[src/rtl/car_det_pkg.sv]
// Shared types and constants for the car direction detector.
//   state_t      : direction FSM states
//   NONE/A_ONLY/B_ONLY/BOTH : filtered sensor codes, ordered {a,b}
package car_det_pkg;

  typedef enum logic [2:0] {
    IDLE,
    ENT_A,
    ENT_AB,
    ENT_B,
    EXT_B,
    EXT_AB,
    EXT_A,
    ABORT
  } state_t;

  localparam logic [1:0] NONE   = 2'b00;
  localparam logic [1:0] A_ONLY = 2'b10;
  localparam logic [1:0] B_ONLY = 2'b01;
  localparam logic [1:0] BOTH   = 2'b11;

  // True for the six states that belong to a car transit.
  function automatic logic is_transit(input state_t s);
    return (s != IDLE) && (s != ABORT);
  endfunction

endpackage

[src/rtl/sensor_debounce.sv]
// Synchronizer plus optional glitch filter for one asynchronous gate sensor.
// Ports: clk, rst (sync, active-high), din (raw async sensor), dout (clean bit).
// Optional filter enabled by defining CAR_DET_DEBOUNCE_EN.
module sensor_debounce #(
  parameter int unsigned SYNC_STAGES     = 2,
  parameter int unsigned DEBOUNCE_CYCLES = 4
) (
  input  logic clk,
  input  logic rst,
  input  logic din,
  output logic dout
);

  // Reject out-of-range configurations at elaboration.
  if (SYNC_STAGES < 2 || SYNC_STAGES > 3 || DEBOUNCE_CYCLES == 0) begin : g_param_check
    $error("sensor_debounce: illegal SYNC_STAGES or DEBOUNCE_CYCLES");
  end

  logic [SYNC_STAGES-1:0] sync_q;
  logic                   sync_out;

  // Metastability chain.
  always_ff @(posedge clk) begin
    if (rst) sync_q <= '0;
    else     sync_q <= {sync_q[SYNC_STAGES-2:0], din};
  end

  assign sync_out = sync_q[SYNC_STAGES-1];

`ifdef CAR_DET_DEBOUNCE_EN
  localparam int unsigned CW = $clog2(DEBOUNCE_CYCLES + 1);

  logic [CW-1:0] cnt_q;
  logic          filt_q;

  // Follow the synchronized bit only after it differs for DEBOUNCE_CYCLES cycles in a row.
  always_ff @(posedge clk) begin
    if (rst) begin
      cnt_q  <= '0;
      filt_q <= 1'b0;
    end else if (sync_out != filt_q) begin
      if (cnt_q == CW'(DEBOUNCE_CYCLES - 1)) begin
        filt_q <= sync_out;
        cnt_q  <= '0;
      end else begin
        cnt_q <= cnt_q + CW'(1);
      end
    end else begin
      cnt_q <= '0;
    end
  end

  assign dout = filt_q;
`else
  assign dout = sync_out;
`endif

endmodule

[src/rtl/car_direction_detector.sv]
// Gate direction detector: turns the outer (A) / inner (B) photo-sensor pair
// into single-cycle enter / exit pulses for the parking-lot counter.
// Ports: clk, rst (sync, active-high), sensor_a, sensor_b (raw async, 1=blocked),
//        enter, exit, error (registered one-cycle pulses), busy (registered, FSM not idle).
// Optional sensor glitch filter: define CAR_DET_DEBOUNCE_EN.
module car_direction_detector
  import car_det_pkg::*;
#(
  parameter int unsigned SYNC_STAGES     = 2,
  parameter int unsigned TIMEOUT_CYCLES  = 1000,
  parameter int unsigned DEBOUNCE_CYCLES = 4
) (
  input  logic clk,
  input  logic rst,
  input  logic sensor_a,
  input  logic sensor_b,
  output logic enter,
  output logic exit,
  output logic error,
  output logic busy
);

  localparam int unsigned TW = $clog2(TIMEOUT_CYCLES + 1);

  logic          fa, fb;
  logic [1:0]    code;
  state_t        state_q, state_d;
  logic [TW-1:0] tcnt_q;
  logic          enter_d, exit_d, error_d, busy_d;
  logic          timeout;

  sensor_debounce #(.SYNC_STAGES(SYNC_STAGES), .DEBOUNCE_CYCLES(DEBOUNCE_CYCLES)) u_deb_a (
    .clk (clk), .rst (rst), .din (sensor_a), .dout (fa)
  );

  sensor_debounce #(.SYNC_STAGES(SYNC_STAGES), .DEBOUNCE_CYCLES(DEBOUNCE_CYCLES)) u_deb_b (
    .clk (clk), .rst (rst), .din (sensor_b), .dout (fb)
  );

  assign code    = {fa, fb};
  assign timeout = is_transit(state_q) && (tcnt_q == TW'(TIMEOUT_CYCLES - 1));

  // State and output registers.
  always_ff @(posedge clk) begin
    if (rst) begin
      state_q <= IDLE;
      enter   <= 1'b0;
      exit    <= 1'b0;
      error   <= 1'b0;
      busy    <= 1'b0;
    end else begin
      state_q <= state_d;
      enter   <= enter_d;
      exit    <= exit_d;
      error   <= error_d;
      busy    <= busy_d;
    end
  end

  // Dwell counter: restarts on every state change, counts only inside a transit.
  always_ff @(posedge clk) begin
    if (rst)                                             tcnt_q <= '0;
    else if (state_d != state_q || !is_transit(state_q)) tcnt_q <= '0;
    else if (tcnt_q != TW'(TIMEOUT_CYCLES))              tcnt_q <= tcnt_q + TW'(1);
  end

  // Next-state and pulse decode.
  always_comb begin
    state_d = state_q;
    enter_d = 1'b0;
    exit_d  = 1'b0;
    error_d = 1'b0;

    case (state_q)
      IDLE: begin
        case (code)
          A_ONLY:  state_d = ENT_A;
          B_ONLY:  state_d = EXT_B;
          BOTH:    begin state_d = ABORT; error_d = 1'b1; end
          default: state_d = IDLE;
        endcase
      end
      ENT_A: begin
        case (code)
          A_ONLY:  state_d = ENT_A;
          BOTH:    state_d = ENT_AB;
          NONE:    state_d = IDLE;
          default: begin state_d = ABORT; error_d = 1'b1; end
        endcase
      end
      ENT_AB: begin
        case (code)
          BOTH:    state_d = ENT_AB;
          B_ONLY:  state_d = ENT_B;
          A_ONLY:  state_d = ENT_A;
          default: begin state_d = ABORT; error_d = 1'b1; end
        endcase
      end
      ENT_B: begin
        case (code)
          B_ONLY:  state_d = ENT_B;
          NONE:    begin state_d = IDLE; enter_d = 1'b1; end
          BOTH:    state_d = ENT_AB;
          default: begin state_d = ABORT; error_d = 1'b1; end
        endcase
      end
      EXT_B: begin
        case (code)
          B_ONLY:  state_d = EXT_B;
          BOTH:    state_d = EXT_AB;
          NONE:    state_d = IDLE;
          default: begin state_d = ABORT; error_d = 1'b1; end
        endcase
      end
      EXT_AB: begin
        case (code)
          BOTH:    state_d = EXT_AB;
          A_ONLY:  state_d = EXT_A;
          B_ONLY:  state_d = EXT_B;
          default: begin state_d = ABORT; error_d = 1'b1; end
        endcase
      end
      EXT_A: begin
        case (code)
          A_ONLY:  state_d = EXT_A;
          NONE:    begin state_d = IDLE; exit_d = 1'b1; end
          BOTH:    state_d = EXT_AB;
          default: begin state_d = ABORT; error_d = 1'b1; end
        endcase
      end
      ABORT: begin
        if (code == NONE) state_d = IDLE;
      end
      default: state_d = IDLE;
    endcase

    // A stalled transit is aborted; a legal move on the same cycle wins.
    if (timeout && state_d == state_q) begin
      state_d = ABORT;
      error_d = 1'b1;
    end

    busy_d = (state_d != IDLE);
  end

endmodule

[config.mk]
export PLATFORM = sky130hd
export DESIGN_NAME = car_direction_detector
export DESIGN_NICKNAME = d
export VERILOG_FILES = /design/src/rtl/car_det_pkg.sv /design/src/rtl/sensor_debounce.sv /design/src/rtl/car_direction_detector.sv
export SDC_FILE = /design/constraint.sdc
export NUM_CORES = 1
export LEC_CHECK = 0
export CAP_MARGIN = 15
export CELL_PAD_IN_SITES_DETAIL_PLACEMENT = 1
export CELL_PAD_IN_SITES_GLOBAL_PLACEMENT = 2
export CORE_MARGIN = 3
export CORE_UTILIZATION = 38
export CTS_CLUSTER_SIZE = 20
export DETAILED_ROUTE_END_ITERATION = 6
export PLACE_DENSITY_LB_ADDON = 0.1
export SKIP_CTS_REPAIR_TIMING = 1
export SLEW_MARGIN = 20
export SYNTH_ARGS = -nofsm -noshare
export SYNTH_HDL_FRONTEND = slang
export SYNTH_SLANG_ARGS = --single-unit
[constraint.sdc]
create_clock -name clk -period 4.3 [get_ports clk]
set_clock_uncertainty 0.2 [all_clocks]
set_input_delay 0.86 -clock clk [delete_from_list [all_inputs] [get_ports clk]]
set_output_delay 0.86 -clock clk [all_outputs]
set_load 0.05 [all_outputs]
Yosys cells after proc, flatten, opt, wreduce, memory -nomap -nowiden
Cells that the tools add are included.
- add/subtract/negate cells: 1
- eq/ne operators: 15
- mux-type cells: 17
- bitwise operators: 2
- reduce and logical (&&, ||, !) cells: 18
- operators with widths (operator ; number):
    3-bit one-hot mux with 3 select lines ; 6
    3-bit one-hot mux with 8 select lines ; 1
    3-bit == test, second input constant ; 4
    2-bit OR reduction ; 6
    10-bit by 1-bit adder with 10-bit output, second input constant ; 1
    10-bit == test, second input constant ; 1
    10-bit inequality test, second input constant ; 1
    3-bit OR reduction ; 3
    3-bit by 2-bit == test with 1-bit output, second input constant ; 2
    1-bit 2-to-1 mux ; 6
    3-bit 2-to-1 mux ; 2
    2-bit one-hot mux with 3 select lines ; 1
    3-bit nonzero test ; 2
    2-bit == test, second input constant ; 2
    1-bit one-hot mux with 4 select lines ; 1
    3-bit by 1-bit == test with 1-bit output, second input constant ; 1
    3-bit == test ; 1
    1-bit logical AND ; 3
    3-bit zero test ; 1
    3-bit inequality test ; 1
    3-bit inequality test, second input constant ; 1
    2-bit by 1-bit == test with 1-bit output, second input constant ; 1
    2-bit zero test ; 1
    1-bit inverter ; 2
    2 further kinds ; 2
- register bits after elaboration: 21
- input bits: 4
- output and inout port bits: 4
- logic and storage cells: 61

Longest topological paths before layout
Gate-level depths: netlist of the first run.
- word-level depth: 9
- depth in mapped cells: 8
- depth with buffers taken out: 7

By module
Synthesis of the first run repeated with hierarchy kept, for this count alone.
- cell total of the unflattened synthesis: 154
- area, all modules: 1433.9 sq um
- by module, submodules not included (module ; instances ; cells an instance ; area an instance (sq um)):
    car_direction_detector ; 1 ; 146 ; 1328.8
    sensor_debounce ; 2 ; 4 ; 52.6

Least setup slack after synthesis of the first run
OpenSTA, ideal clock, no wires.
- path type: register -> register
- start: register u_deb_a.sync_q[1]
- end: register tcnt_q[0]
- data arrival time: 1810 ps
- path slack: 2212 ps
- stages on the path, launching flop included: 8
- path buffers: 0
- cell sequence: dfxtp_1 -> inv_1 -> ha_1 -> or3b_1 -> a211oi_2 -> o2111a_2 -> nand3_4 -> nor3_1
- word-level cells in the longest chain between the ends: 9
- elaborated cells on any way between the ends: 19
- classes of those cells: 5 x eq/ne; 10 x mux; 4 x reduce/logical
- ends and longest elaborated chain (element ; RTL line ; text):
    from (decl) ; sensor_debounce.sv:19 ; logic [SYNC_STAGES-1:0] sync_q;
    from (signal assigned) ; sensor_debounce.sv:25 ; else sync_q <= {sync_q[SYNC_STAGES-2:0], din};
    2-bit == test (tied with other cells) ; n/a ;
    3-bit one-hot mux with 3 select lines (tied with other cells) ; car_direction_detector.sv:124 ; case (code)
    3-bit one-hot mux with 8 select lines (*) ; car_direction_detector.sv:74 ; case (state_q)
    3-bit == test ; car_direction_detector.sv:138 ; if (timeout && state_d == state_q) begin
    1-bit logical AND ; car_direction_detector.sv:138 ;
    3-bit 2-to-1 mux (*) ; car_direction_detector.sv:138 ;
    3-bit inequality test (*) ; car_direction_detector.sv:63 ; else if (state_d != state_q || !is_transit(state_q)) tcnt_q <= '0;
    1-bit logical OR (*) ; car_direction_detector.sv:63 ;
    2-bit OR reduction (no line) (*) ; n/a ;
    to (signal assigned) ; car_direction_detector.sv:64 ; else if (tcnt_q != TW'(TIMEOUT_CYCLES)) tcnt_q <= tcnt_q + TW'(1);
    to (decl) ; car_direction_detector.sv:28 ; logic [TW-1:0] tcnt_q;
Mark *: on every way between the ends. The rest lies on a longest branch, timed or not.
A chain may end at the register's enable or synchronous reset.

Worst setup path after layout of the first run
- start: register error
- end: output error
- RTL lines (element ; RTL line ; text):
    from (decl) ; car_direction_detector.sv:19 ; output logic error,
    from (signal assigned) ; car_direction_detector.sv:55 ; error <= error_d;
No word-level cell between the ends.

==> results of run 1 <==
==> kinds of logic (layout without fill, tap and decap cells) <==
group           Yosys count  after routing  synth area share (%)
compound gates           29             29                  16.5
xor+xnor                  8              8                  5.51
fa+ha+maj                 8              8                  7.87
buf+inv                  17             20                  5.81
flops                    21             21                  33.1
mux                       4              4                  3.15
simple gates             62             62                  28.1
==> worst max-delay path by stage <==
stage / start / to / slack (ns) / cells past startpoint
after global routing: u_deb_a.sync_q[1]$_SDFF_PP0_ / tcnt_q[3]$_SDFFE_PP0P_ / 1.70 / 7
after global placement: rst / tcnt_q[1]$_SDFFE_PP0P_ / 1.90 / 5
after detailed placement: rst / tcnt_q[5]$_SDFFE_PP0P_ / 1.81 / 5
after floorplan: u_deb_a.sync_q[1]$_SDFF_PP0_ / tcnt_q[0]$_SDFFE_PP0P_ / 2.21 / 7
final: error$_SDFF_PP0_ / error / 1.80 / 1
after CTS: error$_SDFF_PP0_ / error / 1.77 / 1
==> layout by cell type (no fill, tap or decap), types with 2 or more instances in the layout <==
master           count
nand3_1              5
ha_1                 8
nand2_1              7
and3_1               2
or2_2                2
nor4_1               2
o22ai_1              2
nor3_1               9
nor2b_1             10
a21oi_1              2
dfxtp_1             21
a211oi_1             4
xor2_1               5
o21ai_0              9
nand2b_1             4
nor3b_1              2
inv_1                9
clkdlybuf4s50_1      7
nor2_1               9
mux2i_1              4
clkbuf_4             3
xnor2_1              3
nand4_1              3
==> metrics by stage <==
| step | std cells | hold slack (ns) | instance area, sq um | utilization [%] |
|---|---|---|---|---|
| final | 196 | 0.255 | 1380 | 44.2 |
| after global routing | 196 | 0.274 | 1380 | 44.2 |
| after CTS | 196 | 0.259 | 1380 | 44.2 |
| after global placement | 192 | 0.234 | 1360 | 43.4 |
| after floorplan | 149 | 0.214 | 1270 | - |
| after detailed placement | 192 | 0.232 | 1360 | 43.4 |
==> final cells by class <==
cell class	instances	area [sq um]
flip-flops and latches	21	420
well taps	44	55.1
multi-input cells	111	777
fillers	380	1750
repair buffers	7	70.1
inverters	9	33.8
clock buffers	4	26.3
==> sequential cells by signal, summed over array words and instances, names as in the netlist <==
signal and flops:
tcnt_q 10, error 1, enter 1, busy 1, u_deb_b.sync_q 2, exit 1
state_q 3, u_deb_a.sync_q 2
==> where the power goes <==
part           switching, W  internal [W]  total (W)
clock network     0.0000574     0.0000360  0.0000934
registers         0.0000205      0.000204   0.000225
logic             0.0000579     0.0000413  0.0000992
total              0.000136      0.000281   0.000417
==> per-layer routing <==
metal  part of all wire, %  vias up
met2                    41        8
li1                      -      534
met4                  0.52        0
met3                   1.7        2
met5                     0        -
met1                    56      513
==> results.md, run 1 <==
* Die width at 63.8 um
* Status: finished clean
* Crit Reg-Reg Endpoint: tcnt_q[8]$_SDFFE_PP0P_
* Final setup fails at 0
* Initial antenna violation count at 0
* Required @ worst endpoint at approximately 3.2 ns
* Leak Pwr at 0.457 nW
* Peak VDD IR at around 0.21 mV
* Hold Violations, Final at 0
* Max_cap viols at 0
* Initial core utilization at between 40% and 50%
* Cell count after synthesis at between 100 and 150
* Most numerous cell in the Yosys netlist: dfxtp_1
* Die area at 0.00408 sq mm
* Grt total ovfl at 0
* Core Area at approximately 0.0031 sq mm
* CP endpoint kind: primary output
* Buffers added on ports at 7
* Worst Hold End: u_deb_b.sync_q[1]$_SDFF_PP0_
* Maximum clock frequency at ~400 MHz
* Synth area leaders: dfxtp_1, ha_1, nor2b_1
* Vert. Die Dim at around 64 um
* Worst-path fanout max at 1
* Fin nets at between 150 and 200
* TNS Setup at 0 ns
* Leading area contributor after synthesis: dfxtp_1
* Setup WS pre-CTS at 1.81 ns
* Layout Area Growth over Synthesis at 8.76%
* Ports at 8
* Yosys top cell area share at roughly a third
* Min Tclk post-route at 2.50 ns
* CTS tree: done
* First-pass GRT wire length at 5050 um
* Busiest grt layer: met1
* Vias in the first global route at between 1000 and 1500
* Num rows at 20
* Layout cells sized above 1 at ~5.9%
* CP arrival at approximately 1.4 ns
* Syn Nets at roughly 160
* Ys flop type: dfxtp_1
* Final worst setup slack at ~1.8 ns
* Max Transition Viols Final at 0
* N_diodes at 0
* GR Util met1 at between 20% and 30%
* Worst skew pair latency at about 0.3 ns
* R2r startpoint: u_deb_a.sync_q[1]$_SDFF_PP0_
* Clk buf depth at 2
* Slowest CP cell: clkdlybuf4s50_1
* Drc violations at 0
* GR met2 Demand/Resource at ~22%
* Crit start category: register
* RSZ-0062 raised after global routing: false
* Measured slew at the worst slew-check pin at roughly 0.66 ns
* Hold WC Path Type: register to register
* CP bufs+invs at 1
* Mapped Avg Cell Area at between 8 and 9 sq um
* Largest net degree at the start of global routing at 21
* Yosys reg bits at 21
* Via count at ~1100
* Final wirelength at 2880 um
* Clock root cell: clkbuf_4
* Total track usage at between 15 and 20%
* Crit path max-delay family: buffers and inverters
* Synthesized area at 0.00127 sq mm
* Pwr Total at between 0.0004 and 0.0005 W
* Global-route met3 utilization at about 2.1%
* Post-DP HPWL at 2170 um
* H-tree levels at 1
* CP max stage delay at roughly 0.8 ns
* Netlist cell types at 43
* DRT antenna net count at 0
* Ys async rst share at 0%
* Seq/Total Area, Yosys at around a third
* Worst Hold Depth at 1
* Flop-to-flop setup slack at 1.91 ns
* Gp weighted congestion at 0.782
* Clock sink count at 21
* Hold path startpoint: u_deb_b.sync_q[0]$_SDFF_PP0_
* Final Cycle Share at between 50% and 60%
* Number of synthesized flops with an enable pin at 0
* Top post-synthesis cells by count: dfxtp_1, nor2b_1
* Vias per inst at approximately 5.4
* Drt initial violations at 85
* CTS Buf Count at 3
* Slew margin rel. at between 50 and 60%
* Reg2reg path depth at 7
* DR pass1 iterations at 4
* Crit Path Category: register to primary output
* Average wire per standard cell at roughly 15 um
* Yosys warning count at 0
* Clock Pin Slew Worst Setup and Hold Paths at 0.12 ns
* Power Dens Cells at about 300 mW/mm^2
* Crit-path cells: clkdlybuf4s50_1
Note: power is estimated with default switching activity, not from simulation.
==> run 2, diff against run 1 <==
Settings changed: CORE_UTILIZATION 38 to 35.
Clock period 4.3 ns to 2.5 ns, I/O delays scaled along.
==> run 2 against run 1 <==
- first-iteration DRC count fell by 54%
- sequential share of layout area is 0.79 points lower
- non-clock buffer count rose by 5
- cell area up 3.0%
- setup slack got worse by 1.6 ns
- register-to-register slack worse by 1.7 ns
- global-route usage up 0.79 points
- routed wire length grew 9.9%
- sequential cell count stayed put
- largest cell class unchanged
==> results.md, run 2 (same netlist as run 1, synthesis figures left out) <==
* Measured slew at the worst slew-check pin at 0.622 ns (was 0.656 ns)
* Drc violations at 0 (unchanged)
* Total track usage at 16.0% (was 15.2%)
* Power Dens Cells at 523 mW/mm^2 (was 302 mW/mm^2)
* TNS Setup at 0 ns (unchanged)
* CP bufs+invs at 1 (unchanged)
* Core Area at 0.00342 sq mm (was 0.00313 sq mm)
* Leak Pwr at 0.484 nW (was 0.457 nW)
* Worst Hold End: u_deb_a.sync_q[1]$_SDFF_PP0_ (was u_deb_b.sync_q[1]$_SDFF_PP0_)
* CP max stage delay at 0.40 ns (was 0.80 ns)
* Internal at 0.000494 W (was 0.000281 W)
* DRT antenna net count at 0 (unchanged)
* Reg2reg path depth at 7 (unchanged)
* Hold Violations, Final at 0 (unchanged)
* Peak VDD IR at 0.511 mV (was 0.211 mV)
* CTS Buf Count at 3 (unchanged)
* N_diodes at 0 (unchanged)
* Slowest CP cell: or3b_1 (was clkdlybuf4s50_1)
* Final Non-Filler Cells at 203 (was 196)
* Final setup fails at 0 (unchanged)
* Top flop regs: tcnt_q: 10 flops, state_q: 3 flops (unchanged)
* Layout cells sized above 1 at 9.55% (was 5.92%)
* H-tree levels at 1 (unchanged)
* Vias in the first global route at 1147 (was 1009)
* Post-route cell area at 0.00142 sq mm (was 0.00138 sq mm)
* Max_cap viols at 0 (unchanged)
* Via count at 1117 (was 1057)
* Psw at 0.000251 W (was 0.000136 W)
* Ports at 8 (unchanged)
* Crit start category: register (unchanged)
* Final Cycle Share at approximately 90%
* Vert. Die Dim at 66.3 um (was 63.8 um)
* # fillers at 428 (was 380)
* RSZ-0062 raised after global routing: false (unchanged)
* Min Tclk post-route at between 2 and 2.5 ns
* First-pass GRT wire length at 5370 um (was 5050 um)
* Vias per inst at 5.50 (was 5.39)
* Gp weighted congestion at 0.885 (was 0.782)
* Die width at 66.3 um (was 63.8 um)
* Post-DP HPWL at 2410 um (was 2170 um)
* Initial core utilization at 37.2% (was 40.6%)
* Worst Hold Depth at 1 (unchanged)
* CTS tree: done (unchanged)
* DP Area at 0.00140 sq mm (was 0.00136 sq mm)
* Hold path startpoint: u_deb_a.sync_q[0]$_SDFF_PP0_ (was u_deb_b.sync_q[0]$_SDFF_PP0_)
* Flop-to-flop setup slack at 0.18 ns (was 1.91 ns)
* Largest net degree at the start of global routing at 19 (was 21)
* Crit path max-delay family: compound AO/OA/AOI/OAI gates (was buffers and inverters)
* Drt initial violations at 39 (was 85)
* Slew margin rel. at 58.4% (was 56.2%)
* DR pass1 iterations at 4 (unchanged)
* Setup WS pre-CTS at 0.142 ns (was 1.81 ns)
* Worst-path fanout max at 6 (was 1)
* Status: finished clean (unchanged)
* Commonest non-fill, non-tap cell in the layout: dfxtp_1 (unchanged)
* Fin nets at 170 (was 165)
* Clock root cell: clkbuf_4 (unchanged)
* Commonest non-fill, non-tap cells in the layout: dfxtp_1, nor2b_1 (unchanged)
* CP arrival at 2.36 ns (was 1.44 ns)
* Multi-input logic area at 777 sq um (unchanged)
* Top reg by flops: tcnt_q (unchanged)
* Hold WC Path Type: register to register (unchanged)
* Crit-path cells: inv_1 > ha_1 > or3b_1 > a211oi_2 > o2111a_2 > nand4_1 > o21ai_0 (was clkdlybuf4s50_1)
* Placed cells at 199 (was 192)
* Share of power burned in the clock network at 22.9% (was 22.4%)
* Num rows at 21 (was 20)
* R2r startpoint: u_deb_a.sync_q[1]$_SDFF_PP0_ (unchanged)
* Clock sink count at 21 (unchanged)
* Die area at 0.00439 sq mm (was 0.00408 sq mm)
* Buffers added on ports at 7 (unchanged)
* Final wirelength at 3160 um (was 2880 um)
* Clk buf depth at 2 (unchanged)
* Comb power frac at 25.9% (was 23.8%)
* Required @ worst endpoint at 2.54 ns (was 3.24 ns)
* Crit Path Category: register to register (was register to primary output)
* Layout Area Growth over Synthesis at 12.0% (was 8.76%)
* Register area at 422 sq um (was 420 sq um)
* Final worst setup slack at 0.183 ns (was 1.80 ns)
* Max Transition Viols Final at 0 (unchanged)
* Max reg flops at 10 (unchanged)
* Worst skew pair latency at 0.31 ns (was 0.30 ns)
* Clock Pin Slew Worst Setup and Hold Paths at 0.12 ns (about the same)
* Grt total ovfl at 0 (unchanged)
* Average wire per standard cell at 15.6 um (was 14.7 um)
* Maximum clock frequency at between 400 and 500 MHz
* Crit Reg-Reg Endpoint: state_q[2]$_SDFF_PP0_ (was tcnt_q[8]$_SDFFE_PP0P_)
* Register share of total power at 51.2% (was 53.8%)
* Initial antenna violation count at 0 (unchanged)
* Switching Share at 33.7% (was 32.6%)
* CP endpoint kind: register (was primary output)
run 2: cell types whose count changed in the layout (fill, tap and decap cells not counted), sizes merged:
| cell | delta |
|---|---|
| buf | +5 |
run 2: power by group through the flow:
stage | sequential [W] | combinational [W] | clock, W
6_report | 0.000381 | 0.000193 | 0.000171
5_1_grt | 0.000385 | 0.000209 | 0.000193
4_1_cts | 0.000380 | 0.000191 | 0.000176
3_5_place_dp | 0.000388 | 0.000189 | 0
3_3_place_gp | 0.000388 | 0.000189 | 0
2_1_floorplan | 0.000388 | 0.000131 | 0
run 2: worst max path at each step:
stage	to	start	cells past startpoint
after floorplan	tcnt_q[0]$_SDFFE_PP0P_	u_deb_a.sync_q[1]$_SDFF_PP0_	7
after global placement	error$_SDFF_PP0_	u_deb_a.sync_q[1]$_SDFF_PP0_	7
after detailed placement	tcnt_q[3]$_SDFFE_PP0P_	u_deb_a.sync_q[1]$_SDFF_PP0_	7
after CTS	tcnt_q[3]$_SDFFE_PP0P_	u_deb_a.sync_q[1]$_SDFF_PP0_	7
after global routing	tcnt_q[1]$_SDFFE_PP0P_	u_deb_b.sync_q[1]$_SDFF_PP0_	7
final	state_q[2]$_SDFF_PP0_	u_deb_a.sync_q[1]$_SDFF_PP0_	7
run 2: final cells by class:
cell class                 instances  share of cell area (%)
multi-input combinational        111                    54.6
sequential                        21                    29.6
timing repair buffer              12                    7.56
tap                               46                    4.04
inverter                           9                    2.37
clock buffer                       4                    1.85
run 2: through the flow:
step                hold slack [ns]  power (W)  utilization [%]
global placement              0.219   0.000577             40.9
global route                  0.267   0.000787             41.7
CTS                           0.262   0.000747             41.6
detailed placement            0.240   0.000577             40.9
floorplan                     0.214   0.000519                -
finish                        0.250   0.000745             41.7
run 2: routing by layer:
metal,wire length [um],GRT usage (%),vias to the layer above
li1,-,-,545
met1,1590,21.2,538
met2,1380,24.4,26
met3,136,4.08,8
met4,61,6.60,0
met5,0,0,-
